File: config.mk
export PLATFORM = sky130hd
export DESIGN_NAME = gf2mz_unload_flat
export DESIGN_NICKNAME = d
export VERILOG_FILES = /design/src/rtl/gf2mz_unload_if.sv /design/src/rtl/gf2mz_unload.sv /design/src/flat_wrapper.sv
export SDC_FILE = /design/constraint.sdc
export NUM_CORES = 1
export LEC_CHECK = 0
export BUFFER_PORTS_ARGS = -buffer_cell sky130_fd_sc_hd__clkbuf_2
export CAP_MARGIN = 20
export CORE_AREA = 4 4 355 357
export DETAILED_ROUTE_END_ITERATION = 7
export DIE_AREA = 0 0 359 361
export GPL_ROUTABILITY_DRIVEN = 0
export SLEW_MARGIN = 20
export SYNTH_ARGS = -nofsm -noshare
export SYNTH_HDL_FRONTEND = slang
export SYNTH_SLANG_ARGS = --single-unit
File: constraint.sdc
create_clock -name clk -period 3.4 [get_ports clk]
set_input_delay 0 -clock clk [delete_from_list [all_inputs] [get_ports clk]]
set_output_delay 0 -clock clk [all_outputs]
set_load 0.01 [all_outputs]
File: src/rtl/gf2mz_unload_if.sv
// Bus bundle for gf2mz_unload: result-memory port plus the coefficient stream.
//   master : the unloader (drives address/write side and stream outputs)
//   slave  : memory model + downstream sink
// Signals:
//   C_di      memory read data, valid one cycle after C_addr
//   C_addr    memory word address
//   C_we/C_do memory write side, unused (tied to 0 by the master)
//   out_valid/out_ready/out_data/out_last  coefficient stream handshake
interface gf2mz_unload_if #(
  parameter int unsigned M     = 83,
  parameter int unsigned Width = 415,
  parameter int unsigned AddrW = 5
);
  logic [Width-1:0] C_di;
  logic [AddrW-1:0] C_addr;
  logic             C_we;
  logic [Width-1:0] C_do;
  logic             out_valid;
  logic             out_ready;
  logic [M-1:0]     out_data;
  logic             out_last;

  modport master (
    input  C_di, out_ready,
    output C_addr, C_we, C_do, out_valid, out_data, out_last
  );

  modport slave (
    output C_di, out_ready,
    input  C_addr, C_we, C_do, out_valid, out_data, out_last
  );
endinterface

File: src/rtl/gf2mz_unload.sv
// Streams a GF(2^m)[z] polynomial out of a packed result memory, one
// coefficient per valid/ready handshake, index 0 first. Each memory word holds
// d coefficients, slot 0 in the most significant m bits.
// Ports:
//   clk, rst_b  clock, asynchronous active-low reset
//   start       begin unloading (ignored unless idle)
//   bus         gf2mz_unload_if.master: memory read port + output stream
//   busy        high whenever not idle
//   done        one-cycle pulse after the final coefficient is accepted
module gf2mz_unload #(
  parameter int unsigned n = 149,
  parameter int unsigned m = 83,
  parameter int unsigned d = 5
) (
  input  logic            clk,
  input  logic            rst_b,
  input  logic            start,
  gf2mz_unload_if.master  bus,
  output logic            busy,
  output logic            done
);
  localparam int unsigned WIDTH = m * d;
  localparam int unsigned DEPTH = (n + d - 1) / d;
  localparam int unsigned AW    = (DEPTH > 1) ? $clog2(DEPTH) : 1;
  localparam int unsigned SW    = (d > 1) ? $clog2(d) : 1;

  localparam logic [AW-1:0] LastWord = AW'(DEPTH - 1);
  // Slot of coefficient n-1; lower than TopSlot when the final word is partial.
  localparam logic [SW-1:0] LastSlot = SW'((n - 1) % d);
  localparam logic [SW-1:0] TopSlot  = SW'(d - 1);

  typedef enum logic [2:0] {StIdle, StFetch, StLatch, StEmit, StFin} state_e;

  state_e           state_q, state_d;
  logic [AW-1:0]    w_q, w_d;
  logic [AW-1:0]    addr_q, addr_d;
  logic [SW-1:0]    j_q, j_d;
  logic [WIDTH-1:0] buf_q, buf_d;
  logic [m-1:0]     slot_data;
  logic             is_last;

  always_comb begin
    slot_data = '0;
    for (int s = 0; s < int'(d); s++) begin
      if (j_q == SW'(s)) slot_data = buf_q[WIDTH-1-s*m -: m];
    end
  end

  assign is_last = (w_q == LastWord) && (j_q == LastSlot);

  always_comb begin
    state_d = state_q;
    w_d     = w_q;
    j_d     = j_q;
    addr_d  = addr_q;
    buf_d   = buf_q;
    unique case (state_q)
      StIdle: begin
        if (start) begin
          w_d     = '0;
          j_d     = '0;
          addr_d  = '0;
          state_d = StFetch;
        end
      end
      StFetch: state_d = StLatch;
      StLatch: begin
        buf_d   = bus.C_di;
        state_d = StEmit;
      end
      StEmit: begin
        if (bus.out_ready) begin
          if (is_last) begin
            state_d = StFin;
          end else if (j_q == TopSlot) begin
            // Address is registered here so it is already w+1 during FETCH.
            j_d     = '0;
            w_d     = w_q + AW'(1);
            addr_d  = w_q + AW'(1);
            state_d = StFetch;
          end else begin
            j_d = j_q + SW'(1);
          end
        end
      end
      StFin:   state_d = StIdle;
      default: state_d = StIdle;
    endcase
  end

  always_ff @(posedge clk or negedge rst_b) begin
    if (!rst_b) begin
      state_q <= StIdle;
      w_q     <= '0;
      j_q     <= '0;
      addr_q  <= '0;
      buf_q   <= '0;
    end else begin
      state_q <= state_d;
      w_q     <= w_d;
      j_q     <= j_d;
      addr_q  <= addr_d;
      buf_q   <= buf_d;
    end
  end

  assign bus.C_addr    = addr_q;
  assign bus.C_we      = 1'b0;
  assign bus.C_do      = '0;
  assign bus.out_valid = (state_q == StEmit);
  assign bus.out_data  = (state_q == StEmit) ? slot_data : '0;
  assign bus.out_last  = (state_q == StEmit) && is_last;
  assign busy          = (state_q != StIdle);
  assign done          = (state_q == StFin);
endmodule

File: src/flat_wrapper.sv
// flat-port wrapper written by rule: the top's interface ports become plain ports
module gf2mz_unload_flat 
#(
  parameter int unsigned n = 149,
  parameter int unsigned m = 83,
  parameter int unsigned d = 5
)
  (clk, rst_b, start, busy, done, bus_C_di, bus_out_ready, bus_C_addr, bus_C_we, bus_C_do, bus_out_valid, bus_out_data, bus_out_last);
  gf2mz_unload_if bus_i ();
  input  logic clk;
  input  logic rst_b;
  input  logic start;
  output logic busy;
  output logic done;
  input wire logic [$bits(bus_i.C_di)-1:0] bus_C_di;
  input wire logic [$bits(bus_i.out_ready)-1:0] bus_out_ready;
  output wire logic [$bits(bus_i.C_addr)-1:0] bus_C_addr;
  output wire logic [$bits(bus_i.C_we)-1:0] bus_C_we;
  output wire logic [$bits(bus_i.C_do)-1:0] bus_C_do;
  output wire logic [$bits(bus_i.out_valid)-1:0] bus_out_valid;
  output wire logic [$bits(bus_i.out_data)-1:0] bus_out_data;
  output wire logic [$bits(bus_i.out_last)-1:0] bus_out_last;
  assign bus_i.C_di = bus_C_di;
  assign bus_i.out_ready = bus_out_ready;
  assign bus_C_addr = bus_i.C_addr;
  assign bus_C_we = bus_i.C_we;
  assign bus_C_do = bus_i.C_do;
  assign bus_out_valid = bus_i.out_valid;
  assign bus_out_data = bus_i.out_data;
  assign bus_out_last = bus_i.out_last;
  gf2mz_unload #(.n(n), .m(m), .d(d)) u_core (.clk(clk), .rst_b(rst_b), .start(start), .bus(bus_i), .busy(busy), .done(done));
endmodule
* Word-level counts from Yosys, hierarchy flattened
Cells that the tools add are included.
Storage, ports and cells: word-level logic and storage cells 50, register bits 426, bits of input ports 419, output and inout port bits 508
Cells by class: multiplexer cells 21, equality and inequality tests 14, $add $sub $neg 2, reductions and logical operators 9
Operators by type and width (count):
- 2-to-1 mux 83 bit | 6
- 2-to-1 mux 3 bit | 8
- 2-to-1 mux 5 bit | 4
- == test 3 x 2 -> 1 bit (second input constant) | 4
- one-hot mux 3 bit (4 select lines) | 1
- one-hot mux 5 bit (2 select lines) | 1
- == test 3 x 1 -> 1 bit (second input constant) | 2
- == test 3 bit (second input constant) | 2
- logical NOT 3 bit | 2
- inequality test 2 bit (second input constant) | 3
- one-hot mux 3 bit (2 select lines) | 1
- adder 5 x 1 -> 5 bit (second input constant) | 1
- == test 5 bit (second input constant) | 1
- AND reduction 5 bit | 1
- AND reduction 4 bit | 1
- adder 3 x 1 -> 3 bit (second input constant) | 1
- inequality test 3 x 1 -> 1 bit (second input constant) | 1
- AND reduction 3 bit | 1
- nonzero test 3 bit | 1
- logical AND 1 bit | 2
- inequality test 2 x 1 -> 1 bit (second input constant) | 1
- nonzero test 2 bit | 1

* Logic depth before layout (Yosys ltp)
Gate-level depths: netlist of the first run.
depth in word-level cells 7, depth in mapped cells 8, gate-level depth less buffers 6

* Least setup slack after synthesis of the first run
Ideal clock, no wire load.
path type register to output, from reg u_core.j_q[0], to out bus_out_data[12], data required time 3.400 ns, data arrival time 1.998 ns, path buffers 3, cell stages (with the launch flop) 9, slack 1.402 ns, cell sequence dfrtp_1 -> ha_1 -> ha_1 -> clkbuf_1 -> or2_1 -> buf_2 -> buf_1 -> a211o_1 -> a31oi_1
Between the ends: word-level cells in the longest chain between the ends 7, elaborated cells on any way between the ends 11, classes of those cells eq/ne: 4; mux: 6; reduce/logical: 1
Ends and longest elaborated chain:
- from (decl) | RTL line gf2mz_unload.sv:37 | logic [SW-1:0] j_q, j_d;
- from (signal assigned) | RTL line gf2mz_unload.sv:101 | j_q <= j_d;
- logical NOT 3 bit | RTL line gf2mz_unload.sv:45 | if (j_q == SW'(s)) slot_data = buf_q[WIDTH-1-s*m -: m];
- 2-to-1 mux 83 bit (4 in series) | RTL line gf2mz_unload.sv:45
- 2-to-1 mux 83 bit * | RTL line gf2mz_unload.sv:45
- 2-to-1 mux 83 bit * | RTL line gf2mz_unload.sv:111 | assign bus.out_data = (state_q == StEmit) ? slot_data : '0;
- to (decl) | RTL line flat_wrapper.sv:21 | output wire logic [$bits(bus_i.out_data)-1:0] bus_out_data;
Mark *: on every way between the ends. The rest lies on a longest branch, timed or not.

* Final worst setup path of the first run
from reg u_core.j_q[1], to out bus_out_data[2]
The elaborated chain is that of the path after synthesis.

==> results of run 1 <==
## logic make-up (layout without fill, tap and decap cells)
logic type	after synthesis	after routing
compound gates	432	432
other cells	1	436
fa+ha+maj	7	7
simple gates	197	198
buf+inv	646	1168
flops	426	426
mux	332	332
## power groups by stage
stage                     clock network, mW  registers, mW  logic, mW
after CTS                              5.95           8.82       11.5
after global routing                   6.12           9.13       12.5
after floorplan                           0           8.41       7.00
after global placement                    0           8.81       10.8
after detailed placement                  0           8.88       11.0
final                                  5.74           8.87       11.5
## cell usage in the layout (no fill, tap or decap), types with 2 or more instances in the layout
cell type and count:
nand2_1 168, clkbuf_1 12, or3_1 4, inv_1 91, buf_12 18, conb_1 416
diode_2 20, clkbuf_16 53, dlygate4sd3_1 419, clkbuf_8 11, o21ai_0 170, clkbuf_2 509
clkinvlp_4 5, ha_4 3, a221oi_1 82, buf_4 33, bufinv_16 3, ha_1 4
inv_6 3, nand3_1 6, a32o_1 2, a31oi_1 83, a211o_1 85, nor3_1 2
mux2_2 224, nor2_1 7, mux2_1 108, a21oi_1 3, dfrtp_1 426, clkinv_2 5
## flip-flops by register name (all words and copies together), names as in the netlist
register and cells:
u_core.w_q 5, u_core.state_q 3, u_core.buf_q 415, u_core.j_q 3
## area by class of cell
class	instances	area, um^2
antenna	20	50.0
clock buffer	76	1520
clock inverter	19	240
fill	12857	91600
inverter	92	347
multi-input combinational	1385	9190
sequential	426	10700
tap	1637	2050
timing repair buffer	981	7380
## worst max-delay path, cell delays in order (launching register included)
cell and delay (ns):
dfrtp_1 0.44, inv_1 0.14, ha_4 0.39, buf_4 0.57, a221oi_1 0.20, a211o_1 0.32
a31oi_1 0.26, clkbuf_2 0.26
## stage by stage
stage / worst slack [ns] / instances / util (%) / power (mW) / hold WS (ns)
2_1_floorplan: 1.40 / 2456 / - / 15.4 / -0.296
3_3_place_gp: 0.537 / 4100 / 20.6 / 19.7 / 0.152
3_5_place_dp: 0.507 / 4100 / 20.6 / 19.8 / 0.166
4_1_cts: 0.0176 / 4616 / 25.5 / 26.3 / 0.0323
5_1_grt: 0.00440 / 4629 / 25.5 / 27.7 / 0.0620
6_report: 0.201 / 4636 / 25.6 / 26.1 / 0.0191
## how the worst max path moves through the flow
stage	startpoint	to	slack [ns]	cells past startpoint
final	u_core.j_q[1]	bus_out_data[2]	0.20	7
after floorplan	u_core.j_q[0]	bus_out_data[12]	1.40	8
after global placement	u_core.j_q[0]	bus_out_data[76]	0.54	7
after detailed placement	u_core.j_q[0]	bus_out_data[76]	0.51	7
after CTS	u_core.j_q[0]	bus_out_data[80]	0.02	9
after global routing	u_core.j_q[1]	bus_out_data[80]	0.004	8
## what timing repair did
action	4_1_cts	5_1_grt
resized for setup	1	1
buffers inserted	1	0
gates cloned	1	0
endpoints found under the hold margin	517	0
hold buffers	419	0
pin swaps	2	0
endpoints found under the setup margin	5	2
## routing by layer
| metal | vias to the layer above | share of wire (%) | wire length, um |
|---|---|---|---|
| met4 | 4 | 3.6 | 2950 |
| met2 | 828 | 48 | 39400 |
| li1 | 8132 | - | - |
| met3 | 164 | 6.8 | 5570 |
| met1 | 8955 | 41 | 33600 |
| met5 | - | 0.033 | 27 |
==> impl_metrics.yaml, run 1 <==
place:
  place_hpwl_um: 55500
  postPlaceCellArea_um2: 25400
  portBuffers: 510
job:
  maxCapViolCount: 0
grt:
  grtUsageMet3_pct: 2.50
  grt_use_met2_pct: 19.8
  grt_remaining_overflow: 0
  busiest_layer: "met2"
  grt_pass1_vias: 18745
  antenna_found_initial: 23
  grt_first_pass_wirelength_um: 119000
  grt_max_degree: 100
  track_usage_pct: 11.9
  grtUsageMet1_pct: 14.9
final_layout:
  fin_area_um2: 31400
  areaGrowthSynthToFinish_pct: 41.0
  nets: 3365
  drive_gt1_share_pct: 29.5
logic_synthesis:
  synth-edff-count: 0
  seq_area_frac_synth_pct: 47.8
  netlist.area_leader.share_pct: 47.8
  avgSynthCellArea_um2: 10.9
  synthAdderAreaFrac_pct: 0.393
  yosys.area_share.simple_pct: 3.59
  synth-compound-area-share_pct: 13.1
  synth_top_family_by_area: "buffers and inverters"
  ys_ff_latch: 426
  synthMuxAreaShare_pct: 16.8
  async_flop_share_pct: 100
  synth_cell_types: 37
  synth_area_um2: 22300
  synth-xor-area-share_pct: 0
  synth_commonest_cells: "buf_4, dfrtp_1, mux2_2"
  synthTopCellsByArea: "dfrtp_1, buf_4, mux2_2"
  syn-instance-count: 2041
  yosysTopAreaCell: "dfrtp_1"
  synthMostInstantiatedCell: "buf_4"
  synth_warnings: 0
  ys.flop_type: "dfrtp_1"
outcome:
  status: "complete, no violations"
power:
  power_density_nw_per_um2: 829
  ir_worst_vdd_v: 0.000562
  pwr-share-comb_pct: 44.0
  clockPowerShare_pct: 22.0
  p_leak_nw: 14.5
  power.internal_mw: 15.9
  switching_share_pct: 39.1
  pwr-share-seq_pct: 34.0
  switching_power_mw: 10.2
sta:
  slew_viol_final: 0
  worst_pin_slew_ns: 0.909
  max_slew_margin_pct: 39.4
  rsz0062_at_grt: "no"
  setup_violations: 0
  finalCriticalPeriod_ns: 3.20
  finClkSkew_ns: 0.0469
  setup_tns_ns: 0
  clock.fmax_mhz: 313
  final-hold-violation-count: 0
  fin_crit_sh_pct: 94.1
drt:
  vias_per_cell: 3.90
  ant_nets: 0
  wire_per_inst_um: 17.6
  vias: 18083
  drt-total-wl_um: 81500
  drtIter0Drc: 1091
  dr.pass1.iters: 6
  drc: 0
clock_network:
  clockBufferDepth: 3
  root_buffer: "clkbuf_16"
  cts_buffers: 53
  clkSinkCount: 426
  clock_latency_ns: 0.64
  clkTransAtPathRegs_ns: 0.06
  tritoncts: "yes"
  h-tree-depth: 2
floorplanning:
  die_h_um: 361
  start_util_pct: 18.1
  num_rows: 129
  die_x_um: 359
  core_um2: 123000
  ioPinCount: 927
  fp.dieArea_um2: 130000
worst_setup_path:
  crit_path_end_kind: "primary output"
  r2r_start: "u_core.state_q[2]"
  crit_arrival_ns: 3.20
  required_ns: 3.40
  path_class: "reg -> out"
  r2r_end: "u_core.j_q[0]"
  r2r_setup_slack_ns: 0.77
  cp_max_fo: 38
  reg2reg_depth: 6
  critPathLaunchType: "flop"
min_path:
  hp-class: "in -> async"
Power figures use the tool's default switching activity.
==> inputs of run 2 (changes only) <==
--- a/config.mk
+++ b/config.mk
@@ -7,9 +7,9 @@
 export LEC_CHECK = 0
 export BUFFER_PORTS_ARGS = -buffer_cell sky130_fd_sc_hd__clkbuf_2
 export CAP_MARGIN = 20
-export CORE_AREA = 4 4 355 357
+export CORE_AREA = 4 4 363 365
 export DETAILED_ROUTE_END_ITERATION = 7
-export DIE_AREA = 0 0 359 361
+export DIE_AREA = 0 0 367 369
 export GPL_ROUTABILITY_DRIVEN = 0
 export SLEW_MARGIN = 20
 export SYNTH_ARGS = -nofsm -noshare
==> impl_metrics.yaml, run 2 (synthesis results as in run 1) <==
worst_setup_path:
  cp_max_fo: 21
  cp_slowest_stage_delay_ns: 0.44
  required_ns: 3.40
  crit_path_frequent_cell: "buf_4"
  crit_arrival_ns: 3.19
  crit_path_end_kind: "primary output"
  critPathLaunchType: "flop"
  path_class: "reg -> out"
  path_buf_inv: 4
  critical-path-top-delay-family: "buffers and inverters"
  crit_chain: "inv_1 -> ha_1 -> nor2b_4 -> buf_4 -> buf_4 -> a221oi_1 -> a211o_1 -> a31oi_1 -> clkbuf_2"
  slowest_stage: "dfrtp_1"
final_layout:
  top_register: "u_core.buf_q"
  final_common_cell: "clkbuf_2"
  top_regs: "u_core.buf_q (415), u_core.w_q (5)"
  most-common-layout-cells: "clkbuf_2, dfrtp_1, dlygate4sd3_1"
  post-route-util_pct: 24.3
  fillers: 13515
  areaGrowthSynthToFinish_pct: 40.5
  drive_gt1_share_pct: 29.3
  nets: 3362
  fin_cells: 4665
  largest_reg_flops: 415
floorplanning:
  die_x_um: 367
  start_util_pct: 17.3
  fp.dieArea_um2: 135000
  die_h_um: 369
  ioPinCount: 927
  core_um2: 129000
  num_rows: 132
grt:
  grt_remaining_overflow: 0
  grt_pass1_vias: 18640
  antenna_found_initial: 19
  grt_max_degree: 89
  grt_first_pass_wirelength_um: 119000
  track_usage_pct: 11.5
drt:
  drt-total-wl_um: 82400
  vias_per_cell: 3.87
  dr.pass1.iters: 5
  wire_per_inst_um: 17.7
  vias: 18059
  drtIter0Drc: 934
  drc: 0
  ant_nets: 0
sta:
  worst_pin_slew_ns: 0.843
  fin_crit_sh_pct: 93.8
  final-hold-violation-count: 0
  clock.fmax_mhz: 313
  finClkSkew_ns: 0.0231
  setup_violations: 0
  rsz0062_at_grt: "no"
  finalCriticalPeriod_ns: 3.19
  setup_tns_ns: 0
  max_slew_margin_pct: 43.8
  holdWs_ns: 0.125
  slew_viol_final: 0
power:
  p_leak_nw: 14.4
  power_density_nw_per_um2: 817
  ir_worst_vdd_v: 0.000610
clock_network:
  h-tree-depth: 2
  clkTransAtPathRegs_ns: 0.06
  clockBufferDepth: 3
  cts_buffers: 50
  clkSinkCount: 426
  tritoncts: "yes"
  clock_latency_ns: 0.62
  root_buffer: "clkbuf_16"
  post_cts_buffers: 0
place:
  place_hpwl_um: 58000
  dp.cells: 4138
  portBuffers: 510
job:
  maxCapViolCount: 0
min_path:
  hp-class: "in -> reg"
outcome:
  status: "complete, no violations"
-- run 2: cell count changes in the layout (fill, tap and decap cells not counted), moves of 2 or more --
cell,previous run,this run
clkinvlp_4,5,1
buf_12,18,15
buf_4,33,36
clkbuf_16,53,50
clkbuf_8,11,8
clkinv_2,5,7
clkinv_4,1,3
diode_2,20,18
dlygate4sd3_1,419,421
-- run 2: worst paths after layout --
kind                              startpoint                end  slack (ns)  cells after the start
setup / recovery               u_core.j_q[0]   bus_out_data[30]        0.21                      9
hold / removal                 bus_C_di[261]  u_core.buf_q[261]        0.13                      3
setup reg to reg           u_core.state_q[2]      u_core.j_q[0]        0.53                      6
hold reg to reg            u_core.buf_q[112]  u_core.buf_q[112]        0.49                      1
max in group asynchronous              rst_b  u_core.buf_q[188]        1.61                      4
min in group asynchronous              rst_b  u_core.buf_q[120]        0.58                      3
-- run 2: routing by layer --
| layer | vias to the layer above | GRT usage [%] | wire (um) |
|---|---|---|---|
| li1 | 8112 | - | - |
| met1 | 8885 | 15.1 | 35900 |
| met2 | 881 | 18.0 | 37200 |
| met3 | 181 | 2.66 | 6030 |
| met4 | 0 | 4.99 | 3260 |
| met5 | - | 0 | 0 |
-- run 2: worst min-delay path, stage by stage --
cell and delay, ns:
dlygate4sd3_1 0.52, clkbuf_2 0.09, mux2_1 0.11
-- run 2: where the power goes --
group          internal, mW  total [mW]  switching, mW
sequential             7.58        9.03           1.45
clock                  3.20        5.51           2.30
combinational          4.86        11.1           6.19
total                  15.6        25.6           9.95
-- run 2: final cells by class --
cell class              instances  area [um^2]  area share [%]
well taps                    1675         2100            6.69
clock buffers                  70         1410            4.49
diodes                         18         45.0           0.144
flip-flops and latches        426        10700            34.0
clock inverters                18          251           0.803
inverters                      92          347            1.11
repair buffers                982         7350            23.4
multi-input cells            1384         9180            29.3
-- run 2: timing repair --
action | CTS | global route
resized for setup | 1 | 0
endpoints found under the hold margin | 599 | 0
setup endpoints to repair | 1 | 0
hold buffers | 421 | 0
-- run 2: metrics by stage --
stage          power (mW)  cell area, um^2  setup slack (ns)
2_1_floorplan        15.4            23900              1.40
3_3_place_gp         19.4            25400             0.760
3_5_place_dp         19.6            25400             0.715
4_1_cts              25.7            31300             0.186
5_1_grt              27.2            31300            0.0548
6_report             25.6            31300             0.210
